--- src/rtl/fadd_far_arb_if.sv ---
// rtl/fadd_far_arb_if.sv - requester/result handshake bundle for the shared far-path adder arbiter
interface fadd_far_arb_if #(
    parameter int FRAC_WIDTH = 36,
    parameter int EXP_WIDTH  = 8
);
    logic                  req0_valid;
    logic                  req0_ready;
    logic [FRAC_WIDTH-1:0] req0_esmall;
    logic [FRAC_WIDTH-1:0] req0_elarge;
    logic [EXP_WIDTH-1:0]  req0_exp;
    logic [EXP_WIDTH:0]    req0_diff;
    logic                  req0_sub;

    logic                  req1_valid;
    logic                  req1_ready;
    logic [FRAC_WIDTH-1:0] req1_esmall;
    logic [FRAC_WIDTH-1:0] req1_elarge;
    logic [EXP_WIDTH-1:0]  req1_exp;
    logic [EXP_WIDTH:0]    req1_diff;
    logic                  req1_sub;

    logic                  res_valid;
    logic                  res_ready;
    logic [FRAC_WIDTH-1:0] res_frac;
    logic [EXP_WIDTH-1:0]  res_exp;
    logic                  res_tag;
    logic                  busy;

    // Arbiter side
    modport slave (
        input  req0_valid, req0_esmall, req0_elarge, req0_exp, req0_diff, req0_sub,
        output req0_ready,
        input  req1_valid, req1_esmall, req1_elarge, req1_exp, req1_diff, req1_sub,
        output req1_ready,
        output res_valid, res_frac, res_exp, res_tag, busy,
        input  res_ready
    );

    // Requester / result consumer side
    modport master (
        output req0_valid, req0_esmall, req0_elarge, req0_exp, req0_diff, req0_sub,
        input  req0_ready,
        output req1_valid, req1_esmall, req1_elarge, req1_exp, req1_diff, req1_sub,
        input  req1_ready,
        input  res_valid, res_frac, res_exp, res_tag, busy,
        output res_ready
    );
endinterface

--- src/rtl/fadd_far_arb.sv ---
// rtl/fadd_far_arb.sv - two-port round-robin arbiter around one far-path adder; optional FADD_FAR_ARB_CNT_EN result counters
module fadd_far_arb #(
    parameter int FRAC_WIDTH = 36,
    parameter int EXP_WIDTH  = 8
) (
    input  logic                clk,
    input  logic                rst,
    fadd_far_arb_if.slave       bus
`ifdef FADD_FAR_ARB_CNT_EN
    ,
    output logic [15:0]         cnt0,
    output logic [15:0]         cnt1
`endif
);
    localparam int SW = FRAC_WIDTH + 1;

    typedef enum logic [1:0] {
        ST_IDLE = 2'd0,
        ST_EXEC = 2'd1,
        ST_DONE = 2'd2
    } state_t;

    state_t                r_state;
    state_t                w_state_nxt;

    logic                  r_last;       // 1: port1 granted last
    logic [FRAC_WIDTH-1:0] r_esmall;
    logic [FRAC_WIDTH-1:0] r_elarge;
    logic [EXP_WIDTH-1:0]  r_exp;
    logic [EXP_WIDTH:0]    r_diff;
    logic                  r_sub;
    logic                  r_tag;
    logic [FRAC_WIDTH-1:0] r_res_frac;
    logic [EXP_WIDTH-1:0]  r_res_exp;
    logic                  r_res_tag;

    logic                  w_gnt0;
    logic                  w_gnt1;
    logic                  w_ready0;
    logic                  w_ready1;
    logic                  w_accept;
    logic                  w_res_hs;
    logic [FRAC_WIDTH-1:0] w_shifted;
    logic [SW-1:0]         w_sum;
    logic [FRAC_WIDTH-1:0] w_frac;
    logic [EXP_WIDTH-1:0]  w_exp;

    // Round-robin: a lone valid wins, on contention the port not granted last wins
    assign w_gnt0 = bus.req0_valid & (~bus.req1_valid | r_last);
    assign w_gnt1 = bus.req1_valid & (~bus.req0_valid | ~r_last);

    assign bus.req0_ready = w_ready0;
    assign bus.req1_ready = w_ready1;
    assign bus.res_valid  = (r_state == ST_DONE);
    assign bus.busy       = (r_state != ST_IDLE);
    assign bus.res_frac   = r_res_frac;
    assign bus.res_exp    = r_res_exp;
    assign bus.res_tag    = r_res_tag;
    assign w_res_hs       = (r_state == ST_DONE) & bus.res_ready;

    // State register; reset abandons any in-flight operation
    always_ff @(posedge clk) begin
        if (rst) r_state <= ST_IDLE;
        else     r_state <= w_state_nxt;
    end

    // Next state and handshake outputs; readys only ever asserted in IDLE
    always_comb begin
        w_state_nxt = r_state;
        w_ready0    = 1'b0;
        w_ready1    = 1'b0;
        w_accept    = 1'b0;
        case (r_state)
            ST_IDLE: begin
                w_ready0 = w_gnt0;
                w_ready1 = w_gnt1;
                if (w_gnt0 | w_gnt1) begin
                    w_accept    = 1'b1;
                    w_state_nxt = ST_EXEC;
                end
            end
            ST_EXEC: w_state_nxt = ST_DONE;
            ST_DONE: if (bus.res_ready) w_state_nxt = ST_IDLE;
            default: w_state_nxt = ST_IDLE;
        endcase
    end

    // Far-path alignment: shifts of the full width or more flush the small operand
    always_comb begin
        w_shifted = '0;
        if (r_diff < (EXP_WIDTH+1)'(FRAC_WIDTH))
            w_shifted = r_esmall >> r_diff;
    end

    assign w_sum = r_sub ? ({1'b0, r_elarge} - {1'b0, w_shifted})
                         : ({1'b0, r_elarge} + {1'b0, w_shifted});

    // One-position normalisation; exponent wraps silently
    always_comb begin
        w_frac = w_sum[FRAC_WIDTH-1:0];
        w_exp  = r_exp;
        if (w_sum[SW-1]) begin
            w_frac = w_sum[SW-1:1];
            w_exp  = r_exp + EXP_WIDTH'(1);
        end else if (w_sum[SW-2] == 1'b0) begin
            w_frac = {w_sum[FRAC_WIDTH-2:0], 1'b0};
            w_exp  = r_exp - EXP_WIDTH'(1);
        end
    end

    // Operand capture on accept, result capture in the single EXEC cycle
    always_ff @(posedge clk) begin
        if (rst) begin
            r_last     <= 1'b1;
            r_esmall   <= '0;
            r_elarge   <= '0;
            r_exp      <= '0;
            r_diff     <= '0;
            r_sub      <= 1'b0;
            r_tag      <= 1'b0;
            r_res_frac <= '0;
            r_res_exp  <= '0;
            r_res_tag  <= 1'b0;
        end else begin
            if (w_accept) begin
                r_last   <= w_gnt1;
                r_tag    <= w_gnt1;
                r_esmall <= w_gnt1 ? bus.req1_esmall : bus.req0_esmall;
                r_elarge <= w_gnt1 ? bus.req1_elarge : bus.req0_elarge;
                r_exp    <= w_gnt1 ? bus.req1_exp    : bus.req0_exp;
                r_diff   <= w_gnt1 ? bus.req1_diff   : bus.req0_diff;
                r_sub    <= w_gnt1 ? bus.req1_sub    : bus.req0_sub;
            end
            if (r_state == ST_EXEC) begin
                r_res_frac <= w_frac;
                r_res_exp  <= w_exp;
                r_res_tag  <= r_tag;
            end
        end
    end

`ifdef FADD_FAR_ARB_CNT_EN
    // Per-port completed-result counters, saturating
    always_ff @(posedge clk) begin
        if (rst) begin
            cnt0 <= '0;
            cnt1 <= '0;
        end else if (w_res_hs) begin
            if (!r_res_tag && cnt0 != 16'hFFFF) cnt0 <= cnt0 + 16'd1;
            if ( r_res_tag && cnt1 != 16'hFFFF) cnt1 <= cnt1 + 16'd1;
        end
    end
`else
    logic w_unused;
    assign w_unused = w_res_hs;
`endif
endmodule

--- src/flat_wrapper.sv ---
// flat-port wrapper written by rule: the top's interface ports become plain ports
module fadd_far_arb_flat 
#(
    parameter int FRAC_WIDTH = 36,
    parameter int EXP_WIDTH  = 8
)
  (clk, rst, bus_req0_valid, bus_req0_esmall, bus_req0_elarge, bus_req0_exp, bus_req0_diff, bus_req0_sub, bus_req0_ready, bus_req1_valid, bus_req1_esmall, bus_req1_elarge, bus_req1_exp, bus_req1_diff, bus_req1_sub, bus_req1_ready, bus_res_valid, bus_res_frac, bus_res_exp, bus_res_tag, bus_busy, bus_res_ready);
  fadd_far_arb_if #(.FRAC_WIDTH(FRAC_WIDTH), .EXP_WIDTH(EXP_WIDTH)) bus_i ();
  input  logic clk;
  input  logic rst;
  input wire logic [$bits(bus_i.req0_valid)-1:0] bus_req0_valid;
  input wire logic [$bits(bus_i.req0_esmall)-1:0] bus_req0_esmall;
  input wire logic [$bits(bus_i.req0_elarge)-1:0] bus_req0_elarge;
  input wire logic [$bits(bus_i.req0_exp)-1:0] bus_req0_exp;
  input wire logic [$bits(bus_i.req0_diff)-1:0] bus_req0_diff;
  input wire logic [$bits(bus_i.req0_sub)-1:0] bus_req0_sub;
  output wire logic [$bits(bus_i.req0_ready)-1:0] bus_req0_ready;
  input wire logic [$bits(bus_i.req1_valid)-1:0] bus_req1_valid;
  input wire logic [$bits(bus_i.req1_esmall)-1:0] bus_req1_esmall;
  input wire logic [$bits(bus_i.req1_elarge)-1:0] bus_req1_elarge;
  input wire logic [$bits(bus_i.req1_exp)-1:0] bus_req1_exp;
  input wire logic [$bits(bus_i.req1_diff)-1:0] bus_req1_diff;
  input wire logic [$bits(bus_i.req1_sub)-1:0] bus_req1_sub;
  output wire logic [$bits(bus_i.req1_ready)-1:0] bus_req1_ready;
  output wire logic [$bits(bus_i.res_valid)-1:0] bus_res_valid;
  output wire logic [$bits(bus_i.res_frac)-1:0] bus_res_frac;
  output wire logic [$bits(bus_i.res_exp)-1:0] bus_res_exp;
  output wire logic [$bits(bus_i.res_tag)-1:0] bus_res_tag;
  output wire logic [$bits(bus_i.busy)-1:0] bus_busy;
  input wire logic [$bits(bus_i.res_ready)-1:0] bus_res_ready;
  assign bus_i.req0_valid = bus_req0_valid;
  assign bus_i.req0_esmall = bus_req0_esmall;
  assign bus_i.req0_elarge = bus_req0_elarge;
  assign bus_i.req0_exp = bus_req0_exp;
  assign bus_i.req0_diff = bus_req0_diff;
  assign bus_i.req0_sub = bus_req0_sub;
  assign bus_req0_ready = bus_i.req0_ready;
  assign bus_i.req1_valid = bus_req1_valid;
  assign bus_i.req1_esmall = bus_req1_esmall;
  assign bus_i.req1_elarge = bus_req1_elarge;
  assign bus_i.req1_exp = bus_req1_exp;
  assign bus_i.req1_diff = bus_req1_diff;
  assign bus_i.req1_sub = bus_req1_sub;
  assign bus_req1_ready = bus_i.req1_ready;
  assign bus_res_valid = bus_i.res_valid;
  assign bus_res_frac = bus_i.res_frac;
  assign bus_res_exp = bus_i.res_exp;
  assign bus_res_tag = bus_i.res_tag;
  assign bus_busy = bus_i.busy;
  assign bus_i.res_ready = bus_res_ready;
  fadd_far_arb #(.FRAC_WIDTH(FRAC_WIDTH), .EXP_WIDTH(EXP_WIDTH)) u_core (.clk(clk), .rst(rst), .bus(bus_i));
endmodule
--- config.mk ---
export PLATFORM = sky130hd
export DESIGN_NAME = fadd_far_arb_flat
export DESIGN_NICKNAME = d
export VERILOG_FILES = /design/src/rtl/fadd_far_arb_if.sv /design/src/rtl/fadd_far_arb.sv /design/src/flat_wrapper.sv
export SDC_FILE = /design/constraint.sdc
export NUM_CORES = 1
export LEC_CHECK = 0
export ABC_AREA = 1
export BUFFER_PORTS_ARGS = -buffer_cell sky130_fd_sc_hd__buf_2
export CELL_PAD_IN_SITES_DETAIL_PLACEMENT = 0
export CELL_PAD_IN_SITES_GLOBAL_PLACEMENT = 2
export CORE_MARGIN = 5
export CORE_UTILIZATION = 30
export CTS_CLUSTER_SIZE = 14
export DETAILED_ROUTE_END_ITERATION = 6
export PLACE_DENSITY_LB_ADDON = 0.1
export SETUP_SLACK_MARGIN = 0.1
export SYNTH_ARGS = -nofsm -noshare
export SYNTH_HDL_FRONTEND = slang
export SYNTH_SLANG_ARGS = --single-unit
--- constraint.sdc ---
create_clock -name clk -period 6.4 [get_ports clk]
set_clock_uncertainty 0.1 [all_clocks]
set_input_delay 0.32 -clock clk [delete_from_list [all_inputs] [get_ports clk]]
set_output_delay 0.32 -clock clk [all_outputs]
set_load 0.1 [all_outputs]
# Yosys cells after proc, flatten, opt, wreduce, memory -nomap -nowiden
# Cells that the tools add are included.
[totals]
ff_bits = 139
latch_bits = 0
ramBits = 0
mem_bits_ro = 0
inputBits = 185
out_inout_bits = 49
wordCells = 50
memories = 0
[op_classes]
n_addsub = 4
mul = 0
n_div = 0
magnitude_cmp = 1
n_eq_ne = 4
n_shift = 1
muxes = 18
n_bitwise = 8
reduce_logical = 3
[ops]
columns = ["op", "count"]
rows = [
  ["2-to-1 mux 36 bit", 5],
  ["adder 36 x 36 -> 37 bit", 1],
  ["2-to-1 mux 37 bit", 1],
  ["subtractor 36 x 36 -> 37 bit", 1],
  [">> shifter 36 x 9 -> 36 bit", 1],
  ["2-to-1 mux 8 bit", 3],
  ["less-than comparator 9 x 6 -> 1 bit (second input constant)", 1],
  ["2-to-1 mux 9 bit", 1],
  ["adder 8 x 1 -> 8 bit (second input constant)", 1],
  ["subtractor 8 x 1 -> 8 bit (second input constant)", 1],
  ["one-hot mux 2 bit (3 select lines)", 1],
  ["2-to-1 mux 1 bit", 5],
  ["2-to-1 mux 2 bit", 2],
  ["!= test 2 x 1 -> 1 bit (second input constant)", 2],
  ["NOT 1 bit", 3],
  ["bitwise OR 1 bit", 3],
  ["AND 1 bit", 2],
  ["equality test 2 x 1 -> 1 bit (second input constant)", 1],
  ["equality test 2 bit (second input constant)", 1],
  ["zero test 2 bit", 1],
  ["AND reduction 2 bit", 1],
  ["nonzero test 2 bit", 1],
]

# Logic depth before layout (Yosys ltp)
# Gate-level depths: netlist (run 1).
[logic_depth]
depth_word = 6
ltp_mapped = 40
mapped_depth_nobuf = 38

# Worst setup path before layout (run 1)
# No wires, ideal clock.
[synth_timing]
path_type = "flip-flop to flip-flop"
from = "reg u_core.r_state[1]"
to = "reg u_core.r_esmall[25]"
setup_ns = 0.065
arrival_ns = 4.516
t_required_ns = 6.235
setup_slack_ns = 1.720
stages_incl_launch_ff = 10
n_path_buf = 2
period_less_slack_ns = 4.680
cell_sequence = "dfxtp_1 nor2_1 inv_1 a211oi_1 nor2_1 inv_1 clkbuf_1 clkbuf_1 o21ai_0 nor2_1"
[synth_via]
elab_chain_cells = 2
[synth_lines]
columns = ["element", "line_no", "source"]
rows = [
  ["from (decl)", "fadd_far_arb.sv:23", "state_t r_state;"],
  ["from (signal assigned)", "fadd_far_arb.sv:64", "else r_state <= w_state_nxt;"],
  ["zero test 2 bit", "fadd_far_arb.sv:73", "case (r_state)"],
  ["2-to-1 mux 1 bit", "fadd_far_arb.sv:73", ""],
  ["to (signal assigned)", "fadd_far_arb.sv:128", "r_esmall <= w_gnt1 ? bus.req1_esmall : bus.req0_esmall;"],
  ["to (decl)", "fadd_far_arb.sv:27", "logic [FRAC_WIDTH-1:0] r_esmall;"],
]
# Every way passes these cells.
# A chain may end at the register's enable or synchronous reset.

# Worst setup path after layout (run 1)
[layout_timing]
from = "reg u_core.r_diff[1]"
to = "reg u_core.r_res_frac[12], in the netlist u_core.bus.res_frac[12]"
[layout_via]
elab_chain_cells = 6
elab_cells_between_ends = 8
cone_classes = "add/sub (2); order compare (1); shift (1); mux (4)"
[layout_lines]
columns = ["element", "line_no", "source"]
rows = [
  ["from (decl)", "fadd_far_arb.sv:30", "logic [EXP_WIDTH:0] r_diff;"],
  ["from (signal assigned)", "fadd_far_arb.sv:131", "r_diff <= w_gnt1 ? bus.req1_diff : bus.req0_diff;"],
  [">> shifter 36 x 9 -> 36 bit or less-than comparator 9 x 6 -> 1 bit (tied branches)", "fadd_far_arb.sv:92, fadd_far_arb.sv:91", ""],
  ["2-to-1 mux 36 bit (*)", "fadd_far_arb.sv:91", "if (r_diff < (EXP_WIDTH+1)'(FRAC_WIDTH))"],
  ["adder 36 x 36 -> 37 bit or subtractor 36 x 36 -> 37 bit (tied branches)", "fadd_far_arb.sv:96, fadd_far_arb.sv:95", ""],
  ["2-to-1 mux 37 bit (*)", "fadd_far_arb.sv:95", "assign w_sum = r_sub ? ({1'b0, r_elarge} - {1'b0, w_shifted})"],
  ["2-to-1 mux 36 bit", "fadd_far_arb.sv:105", "end else if (w_sum[SW-2] == 1'b0) begin"],
  ["2-to-1 mux 36 bit (*)", "fadd_far_arb.sv:102", "if (w_sum[SW-1]) begin"],
  ["to (signal assigned)", "fadd_far_arb.sv:135", "r_res_frac <= w_frac;"],
  ["to (decl)", "fadd_far_arb.sv:33", "logic [FRAC_WIDTH-1:0] r_res_frac;"],
]
# Mark *: on every way between the ends. The rest lies on a longest branch, timed or not.

==> key figures, run 1 <==
Timing
  – Hold_ws: about 0.019 ns
  – Min Tclk post-route: approximately 5.8 ns
  – Setup TNS: 0 ns
  – Actual slew at the worst max-slew pin: 0.864 ns
  – Setup WS post-layout: between 0.6 and 0.7 ns
  – Tcrit/Tclk final: 89.9%
  – Final Setup Violations: 0
  – Count of final max-slew check failures: 0
  – RSZ-0062 raised after global routing: no
  – Normalized max-slew margin: between 40% and 50%
  – Fmax: between 150 and 200 MHz
  – Hold Violations, Final: 0

Routing
  – Post-DR wirelength/cell: ~17 µm
  – Post-Route WL: between 40 and 50 mm
  – Via-per-instance ratio: around 5.0
  – Antenna viol nets, final: 0
  – DR vias: about 14000
  – DR DRC count: 0
  – TritonRoute pass-1 iters: 5
  – Initial DRC Count: ~850

Power and ir drop
  – PD cells: 437 nW/µm²
  – Total Power: between 6 and 7 mW
  – Static Leakage: 7.55 nW
  – VDD IR max: ~0.00020 V

Global routing
  – Grt ovf: 0
  – Initial antenna violation count: 0
  – Vias in the first global route: approximately 14000
  – Pin count of the biggest net entering global routing: around 180
  – All-Layer GR Usage: between 20% and 30%
  – First-pass GRT wire length: 79.5 mm

Run
  – MaxCap Viol Count: 0

Clocking
  – Post-CTS Setup Bufs: 0
  – CTS Root Cell: clkbuf_16
  – Clock buffer depth: 2
  – Clock transition at path regs: roughly 0.070 ns
  – CTS Sinks: 139
  – Num CTS Buffers: 17
  – CTS tree: built
  – Htree depth: 4
  – Clock latency at the later pin of the worst-skew pair: around 0.44 ns

Finish
  – Area delta synth->final: 20.8%
  – Finished Layout Cells: 2872
  – Ant diodes: 0
  – Final net count: roughly 2500
  – Layout cell share with drive strength beyond 1: ~15%
  – Post-layout util: around 36%
  – Fin area: about 15000 µm²

Floorplanning
  – Core area: ~42000 µm²
  – Row cnt: between 70 and 80
  – Die area: around 46000 µm²
  – Die Span Y: around 210 µm
  – Die X-Extent: about 210 µm
  – Initial Util: between 30% and 40%
  – Ports: ~230

Setup path
  – Critical path type: reg2reg
  – Crit path max-delay cell type: dfxtp_2
  – Critical Path Fanout Max: 37
  – Arr. time, crit path: roughly 6.0 ns
  – Top cell by count, worst path: nand2_1
  – RR Startpoint: u_core.r_diff[1]$_SDFFE_PP0P_
  – Endpoint class of the critical path: flop
  – Source of the critical timing path: u_core.r_diff[1]$_SDFFE_PP0P_
  – Critical Path RT: between 6 and 7 ns
  – CP startpoint kind: flop
  – Reg-to-reg setup timing slack: roughly 0.65 ns
  – Slowest stage delay, CP: between 0.4 and 0.5 ns

Synth
  – Mapped Cells: 2111
  – Area of the mapped netlist: roughly 13000 µm²
  – Post-synthesis cell type count: 44
  – Ys Warns: 0
  – Avg Inst Size Synth: a little under 6 µm²
  – #FFs+latches synth: between 100 and 150
  – Asr flop ratio synth: 0%
  – Syn nets: 2336
  – Post-synth EDFFs: 0
  – Main flop type after synthesis: dfxtp_1
  – Post-synthesis sequential area ratio: between 20 and 25%

Hold path
  – Hold wc startpoint: bus_req0_esmall[29]
  – Hold Path Class: in2reg

Placement
  – Placed inst area: about 14000 µm²
  – Final HPWL DP: between 30 and 40 mm
  – Cell total after placement: approximately 2800
  – Port Buf Inserts: about 230
  – DP Worst Slack: between 0.4 and 0.5 ns
  – GPL Wtd Cong: between 0.8 and 0.9

Run status
  – Status: completed
power by group:
part / leakage, nW / internal, mW / total [mW] / switching (mW)
clock network: 0.296 / 0.629 / 1.06 / 0.428
logic: 6.11 / 1.36 / 4.46 / 3.11
registers: 1.15 / 1.02 / 1.13 / 0.107
state kept, by name, indices dropped and copies added (netlist names), 2 cells and up:
| name | count |
|---|---|
| u_core.bus.res_exp | 8 |
| u_core.bus.res_frac | 36 |
| u_core.r_diff | 9 |
| u_core.r_elarge | 36 |
| u_core.r_esmall | 36 |
| u_core.r_exp | 8 |
| u_core.r_state | 2 |
cells in the mapped netlist, drive strengths merged (19+ instances only):
| library cell | instances | area share [%] |
|---|---|---|
| nand2 | 393 | 12 |
| nand3 | 319 | 13 |
| nor2 | 295 | 9.2 |
| inv | 275 | 8.2 |
| o21ai | 152 | 6.0 |
| dfxtp | 139 | 22 |
| a211oi | 112 | 6.7 |
| a21oi | 100 | 4.0 |
| clkbuf | 66 | 2.0 |
| buf | 50 | 2.5 |
| xor2 | 50 | 3.5 |
| ha | 39 | 3.9 |
| xnor2 | 28 | 1.9 |
| nand4 | 19 | 0.94 |
cell type report:
type / instances / area, µm²
clock inverters: 12 / 160
multi-input cells: 1579 / 8250
inverters: 277 / 1040
well taps: 539 / 674
fillers: 4720 / 26500
flip-flops and latches: 139 / 2780
clock buffers: 20 / 447
repair buffers: 306 / 1850
path summary, 6_finish.rpt:
check | cells after the start | endpoint
setup / recovery | 31 | u_core.bus.res_frac[12]$_SDFFE_PP0N_
hold reg to reg | 2 | u_core.bus.res_frac[34]$_SDFFE_PP0N_
hold / removal | 3 | u_core.r_esmall[29]$_SDFFE_PP0P_
setup reg to reg | 31 | u_core.bus.res_frac[12]$_SDFFE_PP0N_
kinds of logic (layout without fill, tap and decap cells):
| logic type | count (synthesis) | after routing | share of synthesized area [%] |
|---|---|---|---|
| xor gates and xnor gates | 78 | 78 | 5.42 |
| and+or+nand+nor | 1055 | 1055 | 36.5 |
| DFF | 139 | 139 | 22.1 |
| buffers and inverters | 393 | 615 | 12.7 |
| AOI/OAI and AO/OA | 406 | 406 | 19.2 |
| adders and majority gates | 40 | 40 | 4.03 |
worst max-delay path, delay by kind of cell, from the launching register on:
kind	cells	cell delay, ns
adders and majority gates	1	0.40
buffers and inverters	6	0.91
and+or+nand+nor	17	2.47
AOI/OAI and AO/OA	6	1.11
DFF	1	0.42
xor gates and xnor gates	1	0.25
what timing repair did:
action | CTS | global route
hold endpoints to repair | 33 | 0
hold buffers | 33 | 0
setup endpoints to repair | 0 | 44
gates resized for setup | 0 | 8
cell usage in the layout (no fill, tap or decap), types with 6 or more instances in the layout:
cell type	n
nand2_1	379
nand3_1	316
nor2_1	281
inv_1	266
buf_2	233
o21ai_0	148
dfxtp_1	138
a211oi_1	112
a21oi_1	98
xor2_1	50
ha_1	39
buf_4	34
dlygate4sd3_1	33
xnor2_1	28
nand4_1	19
clkbuf_16	17
nand2_2	11
or2_2	11
nor3_1	10
inv_2	8
nor2_2	8
a21o_1	8
o211ai_1	7
nor2_4	6
o21bai_1	6
layer usage:
| layer | up-vias | wire [µm] | track usage (%) |
|---|---|---|---|
| met4 | 0 | 465 | 3.33 |
| met3 | 26 | 2030 | 3.50 |
| met1 | 6551 | 25300 | 30.8 |
| li1 | 7392 | - | - |
| met5 | - | 0 | 0 |
| met2 | 275 | 22100 | 34.1 |
(Power assumes the default switching activity.)
==> run 2, diff against run 1 <==
HOLD_SLACK_MARGIN = 0.02   (was not set)
==> run 2 against run 1 <==
Net effect: fmax barely moved; worst hold slack improved by 0.024 ns; final area increased by 1.3%; critical endpoint is now u_core.bus.res_frac[16]$_SDFFE_PP0N_; highest routed layer unchanged.
==> key figures, run 2 (synthesis results as in run 1) <==
Run status
  – Status: completed

Clocking
  – CTS tree: built
  – Clock buffer depth: 2
  – Clock transition at path regs: ~0.07 ns
  – Post-CTS Setup Bufs: 0
  – CTS Sinks: around 140
  – Num CTS Buffers: 17
  – CTS Root Cell: clkbuf_16
  – Clock latency at the later pin of the worst-skew pair: around 0.45 ns
  – Htree depth: 4

Power and ir drop
  – Static Leakage: roughly 7.6 nW
  – VDD IR max: around 0.0002 V
  – Total Power: 6.66 mW
  – PD cells: 432 nW/µm²

Timing
  – Normalized max-slew margin: ~42%
  – Setup WS post-layout: roughly 0.65 ns
  – Final Setup Violations: 0
  – Hold Violations, Final: 0
  – Count of final max-slew check failures: 0
  – Actual slew at the worst max-slew pin: a little under 0.9 ns
  – Tcrit/Tclk final: between 80 and 90%
  – Hold_ws: around 0.043 ns
  – Fmax: 174 MHz
  – Setup TNS: 0 ns
  – RSZ-0062 raised after global routing: no
  – Min Tclk post-route: between 5 and 6 ns

Global routing
  – All-Layer GR Usage: between 20% and 30%
  – Initial antenna violation count: 0
  – Vias in the first global route: roughly 14000
  – Pin count of the biggest net entering global routing: roughly 180
  – First-pass GRT wire length: approximately 80 mm
  – Grt ovf: 0

Setup path
  – Critical path type: reg2reg
  – Reg-to-reg setup timing slack: approximately 0.65 ns
  – R2r endpoint: u_core.bus.res_frac[16]$_SDFFE_PP0N_
  – Arr. time, crit path: 6.02 ns
  – Slowest stage delay, CP: approximately 0.42 ns
  – Delay-heaviest family, CP: simple AND/OR/NAND/NOR gates
  – Levels on crit path: 31
  – Top cell by count, worst path: nand2_1
  – Crit path max-delay cell type: dfxtp_2
  – Worst reg2reg path depth: 31
  – RR Startpoint: u_core.r_diff[1]$_SDFFE_PP0P_
  – Critical Path RT: 6.67 ns
  – Buf+Inv Stages, Crit Path: 6
  – CP startpoint kind: flop
  – Endpoint class of the critical path: flop
  – Source of the critical timing path: u_core.r_diff[1]$_SDFFE_PP0P_
  – Worst Setup EP: u_core.bus.res_frac[16]$_SDFFE_PP0N_
  – Critical Path Fanout Max: 37

Finish
  – Finished Layout Cells: 2892
  – Commonest non-fill, non-tap cell in the layout: nand2_1
  – Final net count: about 2600
  – Area delta synth->final: 22.4%
  – Post-layout util: 36.9%
  – Layout cell share with drive strength beyond 1: around 15%
  – Fin area: 15400 µm²
  – Ant diodes: 0
  – Commonest cells after routing, fill and taps aside: nand2_1, nand3_1, nor2_1

Routing
  – Antenna viol nets, final: 0
  – Post-DR wirelength/cell: around 17 µm
  – DR vias: approximately 14000
  – TritonRoute pass-1 iters: 6
  – Initial DRC Count: 794
  – DR DRC count: 0
  – Via-per-instance ratio: 4.95
  – Post-Route WL: approximately 50 mm

Floorplanning
  – Initial Util: between 30 and 40%
  – Ports: ~230
  – Die area: 46200 µm²
  – Die Span Y: between 200 and 250 µm
  – Core area: approximately 42000 µm²
  – Row cnt: 75
  – Die X-Extent: approximately 210 µm

Hold path
  – Worst Hold Depth: 3
  – Hold wc startpoint: bus_req0_esmall[11]
  – Hold Path Class: in2reg

Run
  – MaxCap Viol Count: 0

Placement
  – Cell total after placement: ~2800
  – Final HPWL DP: between 30 and 40 mm
  – Port Buf Inserts: 233
  – Placed inst area: ~14000 µm²
  – GPL Wtd Cong: about 0.88
  – DP Worst Slack: ~0.47 ns
==> run 2: worst min-delay path by stage <==
stage | endpoint | slack, ns
2_1_floorplan | u_core.r_tag$_SDFFE_PP0P_ | 0.34
3_3_place_gp | u_core.r_tag$_SDFFE_PP0P_ | 0.34
3_5_place_dp | u_core.r_tag$_SDFFE_PP0P_ | 0.35
4_1_cts | u_core.r_elarge[16]$_SDFFE_PP0P_ | 0.02
5_1_grt | u_core.r_esmall[33]$_SDFFE_PP0P_ | 0.05
6_report | u_core.r_esmall[11]$_SDFFE_PP0P_ | 0.04
==> run 2: cell type report <==
cell class,count,area (µm²)
clock buffer,20,447
sequential,139,2780
inverter,277,1040
clock inverter,12,160
tap,539,674
fill,4713,26300
multi-input combinational,1579,8250
timing repair buffer,326,2050
==> run 2: power breakdown <==
part / leakage (nW) / switching (mW) / internal [mW]
clock network: 0.296 / 0.428 / 0.629
registers: 1.15 / 0.108 / 1.02
logic: 6.19 / 3.11 / 1.36
==> run 2: worst reg2reg max path, delay by kind of cell (launching register included) <==
family                   cells  cell delay [ns]
AND/OR/NAND/NOR             17             2.50
AO/OA/AOI/OAI                6             1.09
buffers and inverters        6             0.91
flip-flops                   1             0.42
adder cells (fa/ha/maj)      1             0.41
XOR/XNOR                     1             0.25
==> run 2: repair_timing <==
action	4_1_cts	5_1_grt
endpoints found under the hold margin	53	0
setup endpoints to repair	0	44
resized for setup	0	8
hold buffers	53	0
==> run 2: layer usage <==
layer | global-route usage, % | vias to the layer above | share of wire, %
met3 | 3.50 | 25 | 4.2
met1 | 30.8 | 6572 | 51
met2 | 34.3 | 290 | 44
met4 | 3.37 | 0 | 0.92
met5 | 0 | - | 0
li1 | - | 7433 | -
